--- src/rtl/signed_mul_pkg.sv ---
// Shared types and sizing for the signed-magnitude multiplier scheduler.
package signed_mul_pkg;

   typedef enum logic [1:0] {
      IDLE,
      CALC,
      SIGN,
      DONE
   } state_t;

   localparam int DEF_WIDTH = 4;
   localparam int PROD_W    = 2*DEF_WIDTH + 1;

   // Iteration counter must hold the value WIDTH itself.
   function automatic int cnt_w(input int w);
      return $clog2(w + 1);
   endfunction

endpackage

--- src/rtl/mul_rr_arbiter.sv ---
// Two-way round-robin arbiter; last_grant advances only when en is asserted.
module mul_rr_arbiter (
   input  logic clk,
   input  logic Reset,
   input  logic req0,
   input  logic req1,
   input  logic en,
   output logic gnt_any,
   output logic gnt_id
);

   logic last_grant;

   always_comb begin
      gnt_any = req0 | req1;
      gnt_id  = (req0 & req1) ? ~last_grant : req1;
   end

   // Resetting to 1 lets requester 0 win the first tie.
   always_ff @(posedge clk) begin
      if (!Reset)
         last_grant <= 1'b1;
      else if (en && gnt_any)
         last_grant <= gnt_id;
   end

endmodule

--- src/rtl/signed_mul_scheduler.sv ---
// Shared shift-add signed-magnitude multiplier with round-robin access for two requesters.
// Define SIGNED_MUL_EARLY_TERM_EN to leave CALC once the remaining multiplier bits are zero.
module signed_mul_scheduler
   import signed_mul_pkg::*;
#(
   parameter int WIDTH = DEF_WIDTH
) (
   input  logic                 clk,
   input  logic                 Reset,
   input  logic                 req0,
   input  logic [WIDTH-1:0]     in0A,
   input  logic [WIDTH-1:0]     in0B,
   input  logic                 in0S0,
   input  logic                 in0S1,
   output logic                 ack0,
   input  logic                 req1,
   input  logic [WIDTH-1:0]     in1A,
   input  logic [WIDTH-1:0]     in1B,
   input  logic                 in1S0,
   input  logic                 in1S1,
   output logic                 ack1,
   output logic [2*WIDTH:0]     Product,
   output logic                 result_valid,
   output logic                 result_id,
   output logic                 busy
);

   localparam int AW = 2*WIDTH;
   localparam int CW = cnt_w(WIDTH);

   state_t           state, state_nx;
   logic [WIDTH-1:0] mcand, mplier;
   logic [AW-1:0]    acc;
   logic [CW-1:0]    count;
   logic             neg, id;
   logic             gnt_any, gnt_id, arb_en, calc_last;

   mul_rr_arbiter u_arb (
      .clk     (clk),
      .Reset   (Reset),
      .req0    (req0),
      .req1    (req1),
      .en      (arb_en),
      .gnt_any (gnt_any),
      .gnt_id  (gnt_id)
   );

   always_ff @(posedge clk) begin
      if (!Reset)
         state <= IDLE;
      else
         state <= state_nx;
   end

   always_comb begin
      state_nx = state;
      arb_en   = 1'b0;
      busy     = (state != IDLE);
`ifdef SIGNED_MUL_EARLY_TERM_EN
      calc_last = ((mplier >> 1) == '0);
`else
      calc_last = (count == CW'(WIDTH - 1));
`endif
      case (state)
         IDLE: begin
            if (gnt_any) begin
               arb_en   = 1'b1;
               state_nx = CALC;
            end
         end
         CALC:    if (calc_last) state_nx = SIGN;
         SIGN:    state_nx = DONE;
         DONE:    state_nx = IDLE;
         default: state_nx = IDLE;
      endcase
   end

   always_ff @(posedge clk) begin
      if (!Reset) begin
         ack0         <= 1'b0;
         ack1         <= 1'b0;
         result_valid <= 1'b0;
         result_id    <= 1'b0;
         Product      <= '0;
         mcand        <= '0;
         mplier       <= '0;
         acc          <= '0;
         count        <= '0;
         neg          <= 1'b0;
         id           <= 1'b0;
      end else begin
         ack0         <= 1'b0;
         ack1         <= 1'b0;
         result_valid <= 1'b0;
         case (state)
            IDLE: begin
               if (arb_en) begin
                  id    <= gnt_id;
                  acc   <= '0;
                  count <= '0;
                  ack0  <= ~gnt_id;
                  ack1  <= gnt_id;
                  if (gnt_id) begin
                     mcand  <= in1A;
                     mplier <= in1B;
                     neg    <= in1S0 ^ in1S1;
                  end else begin
                     mcand  <= in0A;
                     mplier <= in0B;
                     neg    <= in0S0 ^ in0S1;
                  end
               end
            end
            CALC: begin
               if (mplier[0])
                  acc <= acc + (AW'(mcand) << count);
               mplier <= mplier >> 1;
               count  <= count + 1'b1;
            end
            SIGN: begin
               // Negating a zero magnitude wraps back to zero, so no negative zero.
               Product      <= neg ? (~{1'b0, acc} + 1'b1) : {1'b0, acc};
               result_id    <= id;
               result_valid <= 1'b1;
            end
            default: ;
         endcase
      end
   end

endmodule

--- config.mk ---
export PLATFORM = sky130hd
export DESIGN_NAME = signed_mul_scheduler
export DESIGN_NICKNAME = d
export VERILOG_FILES = /design/src/rtl/signed_mul_pkg.sv /design/src/rtl/mul_rr_arbiter.sv /design/src/rtl/signed_mul_scheduler.sv
export SDC_FILE = /design/constraint.sdc
export NUM_CORES = 1
export LEC_CHECK = 0
export BUFFER_PORTS_ARGS = -buffer_cell sky130_fd_sc_hd__buf_2
export CORE_MARGIN = 8
export CORE_UTILIZATION = 59
export DETAILED_ROUTE_END_ITERATION = 7
export PLACE_DENSITY_LB_ADDON = 0.05
export REMOVE_ABC_BUFFERS = 1
export SYNTH_ARGS = -nofsm -noshare
export SYNTH_HDL_FRONTEND = slang
export SYNTH_SLANG_ARGS = --single-unit
--- constraint.sdc ---
create_clock -name clk -period 4.3 [get_ports clk]
set_clock_uncertainty 0.2 [all_clocks]
set_input_delay 0.43 -clock clk [delete_from_list [all_inputs] [get_ports clk]]
set_output_delay 0.43 -clock clk [all_outputs]
set_load 0.005 [all_outputs]
==> results.sh <==
export IMPL_dpl_hpwl_um=2980
export IMPL_maxSlewHeadroom=0.249
export IMPL_drv_cap=0
export IMPL_synth_top_area_frac=0.357
export IMPL_die_x_um=75.3
export IMPL_combPwrFrac=0.430
export IMPL_p_sw_frac=0.386
export IMPL_met3_usage=0.0368
export IMPL_diodes=0
export IMPL_fp_row_count=21
export IMPL_synthArstFlopShare=0
export IMPL_p_leak_nw=0.981
export IMPL_grt_pass1_wl_um=6360
export IMPL_worstPathRequired_ns=4.35
export IMPL_worst_hold_path_type="in -> reg"
export IMPL_die_h_um=75.3
export IMPL_cp_data_arrival_time_ns=2.95
export IMPL_synth_most_common_cell="dfxtp_1"
export IMPL_intPower_w=0.000693
export IMPL_first_pass_iters=4
export IMPL_start_kind="flop"
export IMPL_drtAntennaViolNets=0
export IMPL_die_area_sq_mm=0.00567
export IMPL_syn_to_final_growth_pct=10.0
export IMPL_ys_seq_area_frac=0.357
export IMPL_stdcell_count=310
export IMPL_peakVddDrop_uv=282
export IMPL_p_seq_frac=0.429
export IMPL_cts_clk_slew_worst_paths_ns=0.10
export IMPL_grt_max_degree=30
export IMPL_crit_path_frequent_cell="mux2i_1"
export IMPL_drt_first_iter_violations=110
export IMPL_initial_core_util=0.618
export IMPL_io_pins=38
export IMPL_drt_vias_per_instance=5.55
export IMPL_total_power_w=0.00113
export IMPL_reg2regPathDepth=9
export IMPL_antenna_found_initial=0
export IMPL_power_density_mw_per_mm2=494
export IMPL_synthesis_area_sq_mm=0.00208
export IMPL_worstSetupPathType="reg -> reg"
export IMPL_finalHoldViolations=0
export IMPL_grtUsageTotal=0.145
export IMPL_met1_usage=0.180
export IMPL_synth_flop_cell="dfxtp_1"
export IMPL_place_gp_congestion=0.948
export IMPL_setup_worst_path_end_class="flop"
export IMPL_cts_tree="done"
export IMPL_ys_warn_count=0
export IMPL_period_needed_ns=2.90
export IMPL_max_stage_delay_ns=0.51
export IMPL_fin_crit_sh=0.675
export IMPL_busiest_layer="met2"
export IMPL_yosys_area_top_type="dfxtp_1"
export IMPL_port_buffers=37
export IMPL_path_max_fanout=7
export IMPL_tightest_slew_ns=1.12
export IMPL_postCtsSetupRepairBufs=0
export IMPL_final_util=0.679
export IMPL_clockBufferDepth=2
export IMPL_cts_inserted_buffers=5
export IMPL_nNetsFinal=303
export IMPL_grt_pass1_vias=1439
export IMPL_layout_drive_gt1_share=0.197
export IMPL_vias=1722
export IMPL_cts_hold_buffers=0
export IMPL_tns_ns=0
export IMPL_cts_resized=0
export IMPL_grt_overflow_total=0
export IMPL_coreArea_sq_mm=0.00336
export IMPL_hold_depth=2
export IMPL_status="completed"
export IMPL_drv_slew=0
export IMPL_crit_path_top_delay_cell="dfxtp_1"
export IMPL_wl_per_cell_um=12.6
export IMPL_synthTopCellsByCount="dfxtp_1, nor2_1, nand2_1"
export IMPL_dp_cells=304
export IMPL_synth_cell_types=41
export IMPL_grt_util_met2=0.229
export IMPL_clk_latency_ns=0.33
export IMPL_synth_area_leaders="dfxtp_1, ha_1, nor2_1"
export IMPL_cts_root_buf="clkbuf_4"
export IMPL_switching_power_w=0.000435
export IMPL_clock_power_share=0.141
export IMPL_path_cells="mux2i_1 > mux2i_1 > and2_1 > ha_1 > a21oi_1 > a211oi_1 > o21a_1 > or4b_1 > a31oi_1"
export IMPL_clock_fmax_ghz=0.345
export IMPL_synth_edff_count=0
export IMPL_drcViolationCount=0
export IMPL_finalSetupViolations=0
export IMPL_wl_um=3900
export IMPL_clock_sinks=37
export IMPL_synthCells=234
export IMPL_ys_seq_elements=37
export IMPL_cts_max_level=2
export IMPL_grt_setup_unrepaired="no"
export IMPL_synth_area_per_cell_sq_um=8.88
==> per-stage QoR <==
step                hold WS, ns  worst slack [ns]  instance area [sq um]
floorplan                 0.265              1.65                   2000
global placement          0.269              1.55                   2240
detailed placement        0.274              1.47                   2240
CTS                       0.145              1.42                   2280
global route              0.162              1.18                   2280
finish                    0.166              1.40                   2280
==> final timing paths <==
kind	slack [ns]	to	start
hold reg to reg	0.29	Product[6]	Product[6]
setup reg to reg	1.40	acc[7]	count[0]
setup / recovery	1.40	acc[7]	count[0]
hold / removal	0.17	u_arb.last_grant	Reset
==> worst max-delay path: cells and delay by family (launching register included) <==
kind / cells / cell delay (ns)
flip-flops: 1 / 0.51
adder cells (fa/ha/maj): 1 / 0.33
multiplexers: 2 / 0.39
AND/OR/NAND/NOR: 2 / 0.67
AO/OA/AOI/OAI: 4 / 0.71
==> area by class of cell <==
| class | instances | area (sq um) |
|---|---|---|
| Multi-Input combinational cell | 174 | 1220 |
| Sequential cell | 37 | 741 |
| Tap cell | 46 | 57.6 |
| Clock inverter | 1 | 5.00 |
| Inverter | 10 | 37.5 |
| Timing Repair Buffer | 37 | 185 |
| Fill cell | 319 | 1080 |
| Clock buffer | 5 | 37.5 |
==> cell families after synthesis <==
group / share of synthesized area
mux: 0.0867
xor+xnor: 0.0548
fa+ha+maj: 0.0880
simple gates: 0.156
compound gates: 0.202
buf+inv: 0.0554
flops: 0.357
==> placed cells by master, fill, tap and decap left out, drive strengths merged, types with 2 or more instances in the layout <==
cell,synthesis,routed
dfxtp,37,37
buf,7,37
nor2,30,30
nand2,17,17
ha,13,13
o21ai,12,12
a211oi,12,12
mux2i,12,12
inv,10,10
a22oi,9,9
a21oi,8,8
xor2,8,8
mux2,5,5
xnor2,5,5
clkbuf,6,5
nor3,4,4
nand3,4,4
nor2b,4,4
o22ai,3,3
a222oi,3,3
a21o,3,3
o211ai,3,3
and2,3,3
nand2b,2,2
and3,2,2
o31ai,2,2
a31oi,2,2
==> metal layers <==
layer  wire length, um  vias up
li1                  -      904
met1              1860      765
met2              1720       47
met3               248        6
met4                65        0
met5                 0        -
==> power by group through the flow <==
| stage | combinational (W) | clock [W] | sequential (W) |
|---|---|---|---|
| after floorplan | 0.000357 | 0 | 0.000486 |
| after global placement | 0.000480 | 0 | 0.000491 |
| after detailed placement | 0.000487 | 0 | 0.000493 |
| after CTS | 0.000488 | 0.000167 | 0.000485 |
| after global routing | 0.000540 | 0.000184 | 0.000498 |
| final | 0.000485 | 0.000159 | 0.000485 |
==> sequential cells by signal, indices dropped and copies added, names as in the netlist, 2 cells and up <==
signal	cells
Product	9
acc	8
count	3
mcand	4
mplier	4
state	2
No activity file was read; power rests on OpenSTA's default activity.
